==> src/rtl/cam_capture_rgb444.sv <==
// OV7670 QQVGA RGB444 capture: assembles byte pairs into 12-bit pixels and
// writes them linearly into the frame buffer, flagging malformed frames.
module cam_capture_rgb444 #(
  parameter int unsigned AW    = 15,
  parameter int unsigned DW    = 12,
  parameter int unsigned IMG_W = 160,
  parameter int unsigned IMG_H = 120
) (
  input  logic          clk,
  input  logic          reset,
  input  logic          en,
  input  logic          vsync,
  input  logic          href,
  input  logic [7:0]    px_data,
  output logic [AW-1:0] addr_in,
  output logic [DW-1:0] data_in,
  output logic          regwrite,
  output logic          frame_done,
  output logic          frame_err
);

  localparam int unsigned NPIX = IMG_W * IMG_H;
  localparam int unsigned PW   = $clog2(IMG_W + 2);
  localparam int unsigned LW   = $clog2(IMG_H + 2);

  typedef enum logic [1:0] {WAIT_VS, WAIT_START, CAPTURE} state_t;

  state_t          state_q, state_d;
  logic            vsync_q, vsync_qq, href_q, href_qq, en_q;
  logic [7:0]      data_q;
  logic            phase_q, phase_d;
  logic [3:0]      red_q, red_d;
  logic [AW-1:0]   addr_q, addr_d;
  logic [PW-1:0]   px_cnt_q, px_cnt_d;
  logic [LW-1:0]   line_cnt_q, line_cnt_d;
  logic            ovf_q, ovf_d, odd_q, odd_d, len_q, len_d;
  logic [AW-1:0]   addr_in_d;
  logic [DW-1:0]   data_in_d;
  logic            regwrite_d, frame_done_d, frame_err_d;
  logic            vs_rise, href_fall, line_odd, line_bad;
  logic [LW-1:0]   lines_total;

  // A line ending in the same cycle as vsync rises still has to be judged.
  assign vs_rise     = vsync_q & ~vsync_qq;
  assign href_fall   = href_qq & ~href_q;
  assign line_odd    = href_fall & phase_q;
  assign line_bad    = href_fall & (px_cnt_q != PW'(IMG_W));
  assign lines_total = line_cnt_q + LW'(href_fall);

  // Next-state, datapath and output logic
  always_comb begin
    state_d      = state_q;
    phase_d      = phase_q;
    red_d        = red_q;
    addr_d       = addr_q;
    px_cnt_d     = px_cnt_q;
    line_cnt_d   = line_cnt_q;
    ovf_d        = ovf_q;
    odd_d        = odd_q;
    len_d        = len_q;
    addr_in_d    = addr_in;
    data_in_d    = data_in;
    regwrite_d   = 1'b0;
    frame_done_d = 1'b0;
    frame_err_d  = frame_err;

    case (state_q)
      WAIT_VS: begin
        if (vsync_q) state_d = WAIT_START;
      end
      WAIT_START: begin
        if (!vsync_q) state_d = en_q ? CAPTURE : WAIT_VS;
      end
      CAPTURE: begin
        if (vs_rise) begin
          state_d      = WAIT_START;
          frame_done_d = 1'b1;
          frame_err_d  = ovf_q | odd_q | len_q | line_odd | line_bad | href_q |
                         (lines_total != LW'(IMG_H));
          phase_d      = 1'b0;
          addr_d       = '0;
          px_cnt_d     = '0;
          line_cnt_d   = '0;
          ovf_d        = 1'b0;
          odd_d        = 1'b0;
          len_d        = 1'b0;
        end else if (href_q) begin
          phase_d = ~phase_q;
          if (!phase_q) begin
            red_d = data_q[3:0];
          end else begin
            if (px_cnt_q != PW'(IMG_W + 1)) px_cnt_d = px_cnt_q + PW'(1);
            if (addr_q < AW'(NPIX)) begin
              regwrite_d = 1'b1;
              addr_in_d  = addr_q;
              data_in_d  = DW'({red_q, data_q});
              addr_d     = addr_q + AW'(1);
            end else begin
              ovf_d = 1'b1;
            end
          end
        end else if (href_fall) begin
          phase_d  = 1'b0;
          px_cnt_d = '0;
          if (line_odd) odd_d = 1'b1;
          if (line_bad) len_d = 1'b1;
          if (line_cnt_q != LW'(IMG_H + 1)) line_cnt_d = line_cnt_q + LW'(1);
        end
      end
      default: state_d = WAIT_VS;
    endcase
  end

  // Input sampling stage, state and registered outputs
  always_ff @(posedge clk or negedge reset) begin
    if (!reset) begin
      state_q    <= WAIT_VS;
      vsync_q    <= 1'b0;
      vsync_qq   <= 1'b0;
      href_q     <= 1'b0;
      href_qq    <= 1'b0;
      en_q       <= 1'b0;
      data_q     <= '0;
      phase_q    <= 1'b0;
      red_q      <= '0;
      addr_q     <= '0;
      px_cnt_q   <= '0;
      line_cnt_q <= '0;
      ovf_q      <= 1'b0;
      odd_q      <= 1'b0;
      len_q      <= 1'b0;
      addr_in    <= '0;
      data_in    <= '0;
      regwrite   <= 1'b0;
      frame_done <= 1'b0;
      frame_err  <= 1'b0;
    end else begin
      state_q    <= state_d;
      vsync_q    <= vsync;
      vsync_qq   <= vsync_q;
      href_q     <= href;
      href_qq    <= href_q;
      en_q       <= en;
      data_q     <= px_data;
      phase_q    <= phase_d;
      red_q      <= red_d;
      addr_q     <= addr_d;
      px_cnt_q   <= px_cnt_d;
      line_cnt_q <= line_cnt_d;
      ovf_q      <= ovf_d;
      odd_q      <= odd_d;
      len_q      <= len_d;
      addr_in    <= addr_in_d;
      data_in    <= data_in_d;
      regwrite   <= regwrite_d;
      frame_done <= frame_done_d;
      frame_err  <= frame_err_d;
    end
  end

endmodule

==> config.mk <==
export PLATFORM = sky130hd
export DESIGN_NAME = cam_capture_rgb444
export DESIGN_NICKNAME = d
export VERILOG_FILES = /design/src/rtl/cam_capture_rgb444.sv
export SDC_FILE = /design/constraint.sdc
export NUM_CORES = 1
export LEC_CHECK = 0
export ABC_AREA = 1
export BUFFER_PORTS_ARGS = -buffer_cell sky130_fd_sc_hd__buf_2
export CAP_MARGIN = 20
export CORE_ASPECT_RATIO = 1.4
export CORE_MARGIN = 4
export CORE_UTILIZATION = 30
export DETAILED_ROUTE_END_ITERATION = 12
export PLACE_DENSITY = 0.55
export SYNTH_ARGS = -nofsm -noshare
export SYNTH_HDL_FRONTEND = slang
export SYNTH_SLANG_ARGS = --single-unit
==> constraint.sdc <==
create_clock -name clk -period 5.2 [get_ports clk]
set_input_delay 1.04 -clock clk [delete_from_list [all_inputs] [get_ports clk]]
set_output_delay 1.04 -clock clk [all_outputs]
set_load 0.05 [all_outputs]
==> impl_metrics.py <==
metrics = {
    "power": {
        "power.density_mw_per_mm2": 362,
        "seq_power_share_pct": 45.9,
        "total_leakage_power_nw": 2.41,
        "p_int_mw": 1.14,
        "switching_share_pct": 33.6,
        "pwr-share-comb_pct": 19.6,
        "p_clk_share_pct": 34.5,
        "ir_worst_vdd_v": 0.000215,
        "p_switching_mw": 0.579,
    },
    "die": {
        "rows": 50,
        "die_w_um": 107,
        "initial_core_util_pct": 30.5,
        "dieArea_sq_mm": 0.0156,
        "core-area_sq_mm": 0.0134,
        "die_y_um": 146,
        "ios": 43,
    },
    "clock_tree": {
        "clockBufferDepth": 2,
        "clk_pin_slew_ps": 60,
        "cts_tree": "done",
        "worstSkewPairLatency_ps": 330,
        "cts_max_level": 3,
        "numCtsBuffers": 9,
        "holdBufCountCts": 0,
        "post_cts_buffers": 0,
        "cts.repair.resized": 0,
        "clock-root-buffer": "clkbuf_16",
        "clock_sinks": 83,
    },
    "synth": {
        "seq_area_frac_synth_pct": 50.8,
        "synthesis.instances": 518,
        "ys_warn_count": 0,
        "synth_seq_cells": 83,
        "synthesis.nets": 539,
        "synth_cell_type_count": 29,
        "synth_area_sq_mm": 0.00409,
        "syn_avg_cell_area_sq_um": 7.89,
    },
    "setup_path": {
        "cp.required_ps": 5460,
        "start_kind": "flip-flop",
        "critPathKind": "reg2reg",
        "cp.arrival_ps": 2970,
        "crit_path_end_kind": "flip-flop",
        "cp_max_fo": 41,
    },
    "routing": {
        "wire_per_inst_um": 13.0,
        "vias": 3458,
        "ant_nets": 0,
        "drt-pass1-iter-count": 4,
        "drt-total-wl_um": 9700,
        "drc": 0,
        "vias_per_cell": 4.65,
        "drt-initial-drc-count": 192,
    },
    "global_routing": {
        "grt_pass1_vias": 3455,
        "grt-ovfl-total": 0,
        "grt_max_degree": 84,
        "grt_use_total_pct": 13.2,
        "grt_pass1_wl_um": 16800,
        "antenna_found_initial": 0,
    },
    "run_status": {
        "status": "complete, no violations",
    },
    "flow_run": {
        "maxCapViolations": 0,
    },
    "placed_design": {
        "dpl.cell_count": 726,
        "globalplace.congestion": 0.845,
        "dpl.hpwl_um": 6770,
        "numPortBuffers": 42,
        "dpl_cell_area_sq_mm": 0.00445,
    },
    "sta": {
        "fin_tns_setup_ps": 0,
        "final-hold-violation-count": 0,
        "hold_ws_ps": 436,
        "period_needed_ps": 2710,
        "timing.final.crit_share_pct": 52.1,
        "drv_slew": 0,
        "relSlewSlack_pct": 48.3,
        "setup_viol": 0,
        "clock_skew_ps": 6.29,
        "tightest_slew_ps": 774,
        "rsz0062_at_grt": "no",
        "max_freq_mhz": 369,
    },
    "layout": {
        "fillCellCount": 1422,
        "nNetsFinal": 577,
        "seq_area_sq_mm": 0.00208,
        "layout.cells.non_filler": 743,
        "num_antenna_cells": 0,
        "area_growth_pct": 16.3,
        "multi_input_comb_area_sq_mm": 0.00173,
        "drive_gt1_share_pct": 13.4,
        "design_area_sq_mm": 0.00475,
        "final_cell_mix": "175 x nand2_1, 83 x dfrtp_1, 47 x inv_1",
        "final_common_cell": "nand2_1",
    },
    "min_path": {
        "hp-class": "reg2reg",
    },
}
-- layer usage --
metal | share of wire, % | track usage [%] | vias to the layer above
li1 | - | - | 1740
met1 | 42 | 15.7 | 1649
met2 | 53 | 23.1 | 53
met3 | 2.6 | 2.26 | 16
met4 | 2.2 | 5.63 | 0
met5 | 0 | 0 | -
-- final timing paths --
| kind | from | endpoint | slack (ps) | cells past startpoint |
|---|---|---|---|---|
| worst max register to register | href_q | addr_q[0] | 2490 | 7 |
| worst min register to register | vsync_q | vsync_qq | 440 | 0 |
| worst max-delay path | href_q | addr_q[0] | 2490 | 7 |
| max in group asynchronous | reset | vsync_q | 4030 | 2 |
| worst min-delay path | vsync_q | vsync_qq | 440 | 0 |
| min in group asynchronous | reset | addr_q[8] | 560 | 1 |
-- power groups by stage --
stage	sequential, mW	combinational, mW	clock, mW
2_1_floorplan	0.905	0.138	0
3_3_place_gp	0.803	0.333	0
3_5_place_dp	0.804	0.341	0
4_1_cts	0.792	0.341	0.617
5_1_grt	0.802	0.381	0.638
6_report	0.791	0.338	0.594
-- critical path, cell delays in order (launching register included) --
cell and delay (ps):
dfrtp_1 550, nand3_2 110, nor2_2 150, nand3_2 610
nor2_2 840, buf_8 240, nand2_1 60, o21ai_1 60
-- cell usage after synthesis --
cell | number | area share (%)
nand2_1 | 175 | 16
dfrtp_1 | 83 | 51
inv_1 | 47 | 4.3
o21ai_0 | 45 | 5.5
nor2_1 | 43 | 3.9
nand3_1 | 42 | 5.1
nand4_1 | 20 | 3.1
clkbuf_1 | 8 | 0.73
ha_1 | 8 | 2.4
buf_4 | 6 | 1.1
a21oi_1 | 4 | 0.49
nand2_2 | 4 | 0.61
xor2_1 | 4 | 0.86
buf_2 | 3 | 0.37
nor2_2 | 3 | 0.46
a21o_1 | 2 | 0.37
a31oi_1 | 2 | 0.31
inv_2 | 2 | 0.18
nand3_2 | 2 | 0.49
nor2_4 | 2 | 0.55
nor3_1 | 2 | 0.24
o21ai_1 | 2 | 0.24
or2_2 | 2 | 0.31
xnor2_1 | 2 | 0.43
buf_6 | 1 | 0.28
nor3b_1 | 1 | 0.18
nor4_1 | 1 | 0.15
o21bai_1 | 1 | 0.18
o22ai_1 | 1 | 0.15
-- registers in the layout, summed over array words and instances, names as in the netlist --
name	flops
len_q	1
vsync_qq	1
frame_err	1
line_cnt_q	7
odd_q	1
addr_in	15
href_q	1
href_qq	1
state_q	2
data_q	8
en_q	1
data_in	12
addr_q	15
vsync_q	1
frame_done	1
px_cnt_q	8
ovf_q	1
regwrite	1
red_q	4
phase_q	1
-- cell type report --
class | count | area share, %
clock buffer | 10 | 4.82
tap | 182 | 4.79
multi-input combinational | 368 | 36.3
timing repair buffer | 45 | 5.53
inverter | 49 | 3.87
clock inverter | 6 | 1.03
sequential | 83 | 43.7
-- metrics by stage --
stage	power [mW]	utilization, %	setup slack [ps]
3_3_place_gp	1.14	33.1	2270
3_5_place_dp	1.14	33.2	2440
4_1_cts	1.75	35.3	2410
5_1_grt	1.82	35.5	2130
2_1_floorplan	1.04	-	3520
6_report	1.72	35.5	2490
-- kinds of logic (layout without fill, tap and decap cells) --
kind of cell             Yosys count  in the layout  synth area share [%]
AND/OR/NAND/NOR                  297            297                  31.2
flip-flops                        83             83                  50.8
buffers and inverters             67            110                  6.98
AO/OA/AOI/OAI                     57             57                  7.25
adder cells (fa/ha/maj)            8              8                  2.45
XOR/XNOR                           6              6                  1.29
(Power assumes the default switching activity.)
